[config.mk]
export PLATFORM = sky130hd
export DESIGN_NAME = hazard_ctrl_unit
export DESIGN_NICKNAME = d
export VERILOG_FILES = /design/src/rtl/hazard_ctrl_unit_pkg.sv /design/src/rtl/hazard_ctrl_unit_sat_counter.sv /design/src/rtl/hazard_ctrl_unit.sv
export SDC_FILE = /design/constraint.sdc
export NUM_CORES = 1
export LEC_CHECK = 0
export ABC_AREA = 1
export CAP_MARGIN = 0
export CORE_MARGIN = 4
export CORE_UTILIZATION = 45
export DETAILED_ROUTE_END_ITERATION = 10
export GPL_TIMING_DRIVEN = 0
export PLACE_DENSITY = 0.77
export SLEW_MARGIN = 0
export SYNTH_ARGS = -nofsm -noshare
export SYNTH_HDL_FRONTEND = slang
export SYNTH_HIERARCHICAL = 1
export SYNTH_SLANG_ARGS = --single-unit
export TNS_END_PERCENT = 100
[constraint.sdc]
create_clock -name Clk -period 1.7 [get_ports Clk]
set_input_delay 0.51 -clock Clk [delete_from_list [all_inputs] [get_ports Clk]]
set_output_delay 0.51 -clock Clk [all_outputs]
set_load 0.1 [all_outputs]
[src/rtl/hazard_ctrl_unit_pkg.sv]
// Shared pipeline definitions for the ID/EX hazard controller: FSM states,
// the hard-wired zero register, and control-bus bit positions.
package hazard_ctrl_unit_pkg;

    typedef enum logic {
        IDLE    = 1'b0,
        BR_WAIT = 1'b1
    } state_t;

    localparam logic [4:0] REG_ZERO = 5'd0;

    // EX memory-control bus {MemRead, MemWrite} and WB bus {RegWrite, MemtoReg}
    localparam int MEM_CTRL_W        = 2;
    localparam int MEM_READ_BIT      = 1;
    localparam int MEM_WRITE_BIT     = 0;
    localparam int WB_CTRL_W         = 2;
    localparam int WB_REG_WRITE_BIT  = 1;
    localparam int WB_MEM_TO_REG_BIT = 0;

    // A source register depends on EX only if it is a real register ($0 never does)
    function automatic logic reg_match(input logic [4:0] r, input logic [4:0] dest);
        return (r != REG_ZERO) && (r == dest);
    endfunction

endpackage

[src/rtl/hazard_ctrl_unit_sat_counter.sv]
// Event counter that stops at all-ones instead of wrapping.
module sat_counter #(
    parameter int W = 16
) (
    input  logic         clk,
    input  logic         rst_n,
    input  logic         inc,
    input  logic         clear,
    output logic [W-1:0] count
);

    always_ff @(posedge clk or negedge rst_n) begin
        if (!rst_n) begin
            count <= '0;
        end else if (clear) begin
            count <= '0;
        end else if (inc && (count != {W{1'b1}})) begin
            count <= count + 1'b1;
        end
    end

endmodule

[src/rtl/hazard_ctrl_unit.sv]
// Load-use / branch-operand stall and jump flush control for the ID/EX register,
// with saturating stall and flush event counters.
module hazard_ctrl_unit
    import hazard_ctrl_unit_pkg::*;
#(
    parameter int CNT_W = 16
) (
    input  logic             Clk,
    input  logic             Reset,
    input  logic [4:0]       ID_rs,
    input  logic [4:0]       ID_rt,
    input  logic             ID_UsesRt,
    input  logic             ID_Branch,
    input  logic             EX_MemRead,
    input  logic             EX_RegWrite,
    input  logic [4:0]       EX_DestReg,
    input  logic             EX_jump,
    output logic             PCWrite,
    output logic             IFID_Write,
    output logic             IDEX_Bubble,
    output logic             IFID_Flush,
    output logic [CNT_W-1:0] StallCount,
    output logic [CNT_W-1:0] FlushCount,
    output state_t           State
);

    state_t state, state_next;
    logic   src_hit;
    logic   stall_evt;
    logic   flush_evt;

    assign src_hit = reg_match(ID_rs, EX_DestReg) ||
                     (ID_UsesRt && reg_match(ID_rt, EX_DestReg));

    always_comb begin
        PCWrite     = 1'b1;
        IFID_Write  = 1'b1;
        IDEX_Bubble = 1'b0;
        IFID_Flush  = 1'b0;
        stall_evt   = 1'b0;
        flush_evt   = 1'b0;
        state_next  = state;
        if (Reset) begin
            case (state)
                IDLE: begin
                    // A jump squashes the ID instruction, so any stall it needed is moot
                    if (EX_jump) begin
                        IFID_Flush  = 1'b1;
                        IDEX_Bubble = 1'b1;
                        flush_evt   = 1'b1;
                    end else if (EX_MemRead && src_hit) begin
                        PCWrite     = 1'b0;
                        IFID_Write  = 1'b0;
                        IDEX_Bubble = 1'b1;
                        stall_evt   = 1'b1;
                        if (ID_Branch) begin
                            state_next = BR_WAIT;
                        end
                    end else if (ID_Branch && EX_RegWrite && src_hit) begin
                        PCWrite     = 1'b0;
                        IFID_Write  = 1'b0;
                        IDEX_Bubble = 1'b1;
                        stall_evt   = 1'b1;
                    end
                end
                BR_WAIT: begin
                    // Load has moved to MEM; the branch still cannot compare in ID
                    PCWrite     = 1'b0;
                    IFID_Write  = 1'b0;
                    IDEX_Bubble = 1'b1;
                    stall_evt   = 1'b1;
                    state_next  = IDLE;
                end
                default: state_next = IDLE;
            endcase
        end
    end

    always_ff @(posedge Clk or negedge Reset) begin
        if (!Reset) begin
            state <= IDLE;
        end else begin
            state <= state_next;
        end
    end

    assign State = state;

    sat_counter #(.W(CNT_W)) u_stall_cnt (
        .clk   (Clk),
        .rst_n (Reset),
        .inc   (stall_evt),
        .clear (1'b0),
        .count (StallCount)
    );

    sat_counter #(.W(CNT_W)) u_flush_cnt (
        .clk   (Clk),
        .rst_n (Reset),
        .inc   (flush_evt),
        .clear (1'b0),
        .count (FlushCount)
    );

endmodule

==> key figures <==
Status
  • Status: finished with violations
  • Violated checks: setup timing

GRT
  • GRT Util Overall: 0.216
  • Vias in the first global route: approximately 2500
  • Total congestion overflow: 0
  • First-pass GRT wire length: 11200 um
  • Largest net degree at the start of global routing: 37
  • Initial antenna violation count: 0

Worst setup path
  • FF-to-FF Start: State$_DFFE_PN0P_
  • R2R cell count: 10
  • Critical path class: in -> out
  • Crit path DAT: 1.60 ns
  • CP Capture Type: output port
  • Worst path required time: 1.19 ns
  • Critical Path Start Type: input pin
  • Reg-to-reg slack, setup: approximately 0.040 ns
  • Reg2Reg Capture Point: u_stall_cnt/count[5]$_DFFE_PN0P_
  • CP max FO: 3

Synthesis
  • Yosys reg bits: 33
  • Prevailing post-synth register cell: dfrtp_1
  • Netlist cell types: 29
  • Area leader, netlist: dfrtp_1
  • Synth top area cells: dfrtp_1 (34%), nand2_1 (23%), nor2_1 (6.2%), inv_1 (5.4%), nand3_1 (5.4%)
  • Gate count of the mapped netlist: ~370
  • Mapped Area: 2420 um2
  • Count leader, synth: nand2_1
  • Post-synth top cells: nand2_1 (146), nor2_1 (40), inv_1 (35), dfrtp_1 (33), nand3_1 (26)
  • Post-synth top area share: 0.341
  • Syn avg cell area: 6.62 um2
  • Number of synthesized flops with an enable pin: 0
  • Seq/Total Area, Yosys: 0.341
  • Yosys warning total: 6
  • Asr flop ratio synth: 1.00

Drt
  • Antenna-violating nets left: 0
  • WL/cell: 13.5 um
  • Post-Route WL: 7160 um
  • Via-per-instance ratio: 5.08
  • DR pass1 iterations: 4
  • DRC: 0
  • Initial DRC Count: 147
  • Via count: ~2700

Clock network
  • TritonCTS clock tree: built
  • CTS Root Cell: clkbuf_8
  • Worst-Skew Late Latency: 0.29 ns
  • H-tree Lvls: 2
  • Clk slew on worst S/H paths: about 0.070 ns
  • CTS Buf Count: 5
  • CTS Buffer Depth: 2
  • Clk sink count: 33

STA
  • Setup Skew: 0.00968 ns
  • Final WS setup: -0.414 ns
  • Max Freq: 473 MHz
  • Slew Viols, Final: 0
  • Worst slew pin tran: 0.508 ns
  • Rel. slew slack: 0.658
  • RSZ-0062 raised after global routing: true
  • Setup violations, final: 19
  • Post-route minimum period: 2.11 ns
  • Final hold slack: 0.0154 ns
  • Final Hold Viols: 0
  • Final cycle utilization of the critical path: 1.24

Floorplanning
  • # IOs: 59
  • Die outline width: 81.4 um
  • Placeable Area: 5170 um2
  • Row count: 26
  • Die Area: 6620 um2
  • Starting Density: 0.469
  • Die Ht: 81.4 um

Cells and area
  • N_diodes: 0
  • Area Growth Syn to Fin: 54.4%
  • Final cell utilization of the core: 0.724
  • Fin nets: 483
  • Fillcell total: about 400
  • Share of layout cells above drive strength 1: 0.437

Placed design
  • Port-buffer cells: 58
  • GPL Wtd Cong: 0.857
  • Hpwl dp: 4730 um

Run
  • Max cap viols: 0

Power
  • Leak: 0.00181 uW
  • Maximum VDD drop: 0.000329 V
  • PwrDens: between 500 and 600 nW/um2

Worst hold path
  • Worst hold path type: in -> async
==> layer usage <==
layer  wire length (um)  global-route usage  up-vias
met2               3710               0.386       71
met4                157              0.0845        0
li1                   -                   -     1331
met5                  0                   0        -
met3                365              0.0388       15
met1               2930               0.254     1273
==> sequential cells by signal (all words and copies together), names as in the netlist <==
name / count
u_stall_cnt/count: 16
u_flush_cnt/count: 16
State: 1
==> layout make-up <==
class | count | area (um2) | area share
Multi-Input combinational cell | 290 | 1620 | 0.432
Sequential cell | 33 | 882 | 0.236
Timing Repair Buffer | 81 | 759 | 0.203
Inverter | 41 | 191 | 0.0512
Buffer | 7 | 90.1 | 0.0241
Tap cell | 70 | 87.6 | 0.0234
Clock buffer | 7 | 86.3 | 0.0231
Clock inverter | 1 | 30.0 | 0.00802
==> metrics by stage <==
step	area (um2)	TNS, ns	worst slack, ns	cells	power, uW
floorplan	2670	-3.08	-0.384	371	990
detailed placement	3330	-41.57	-1.90	499	1110
CTS	3420	-2.15	-0.437	517	1910
global placement	3340	-108.72	-2.81	499	1100
finish	3740	-6.15	-0.414	530	1960
global route	3740	-7.72	-0.469	530	2050
==> cells by family after synthesis <==
group / count (synthesis) / synth area share
DFF: 33 / 0.341
xor gates and xnor gates: 10 / 0.0361
other: 1 / 0.00155
AOI/OAI and AO/OA: 22 / 0.0635
adders and majority gates: 2 / 0.0103
buffers and inverters: 48 / 0.0924
and+or+nand+nor: 250 / 0.455
==> worst max-delay path: stages <==
cell	delay, ns
buf_6	0.10
nor2_4	0.08
nand2_1	0.05
nand2_1	0.09
nand2_2	0.08
o21ai_4	0.18
nand2_4	0.09
nand2_4	0.08
nand2_8	0.06
buf_12	0.12
buf_12	0.15
==> cell usage in the layout, fill, tap and decap left out, drive strengths merged <==
cell type and count:
nand3 26, dlygate4sd2 2, a21oi 5, inv 41
ha 2, or2 2, nor2 46, o21ai 13
nand2 156, nor3 2, bufinv 1, clkbuf 23
dfrtp 33, dlymetal6s2s 1, xor2 6, clkdlybuf4s15 1
conb 6, o21bai 4, dlygate4sd3 1, xnor2 4
buf 67, nand4 18
==> power breakdown <==
part | internal (uW) | leakage, uW | switching (uW)
combinational | 169 | 0.00135 | 221
sequential | 790 | 0.000404 | 4.90
clock | 478 | 0.0000585 | 299
==> worst max path at each step <==
stage / start / endpoint / slack, ns / cells past startpoint
after floorplan: ID_rt[2] / IDEX_Bubble / -0.38 / 8
after global routing: ID_rt[4] / PCWrite / -0.47 / 11
after CTS: ID_rt[3] / PCWrite / -0.44 / 12
after global placement: Reset / PCWrite / -2.81 / 6
after detailed placement: ID_rt[2] / PCWrite / -1.90 / 12
final: ID_rt[4] / PCWrite / -0.41 / 11
==> repair_timing <==
item                       4_1_cts  5_1_grt
hold endpoints to repair         0        2
pin swaps                       21       28
setup endpoints to repair       68       45
gates cloned                     1        2
resized for setup              295       64
hold buffers                     0        1
setup buffers                    9       10
(Power assumes the default switching activity.)
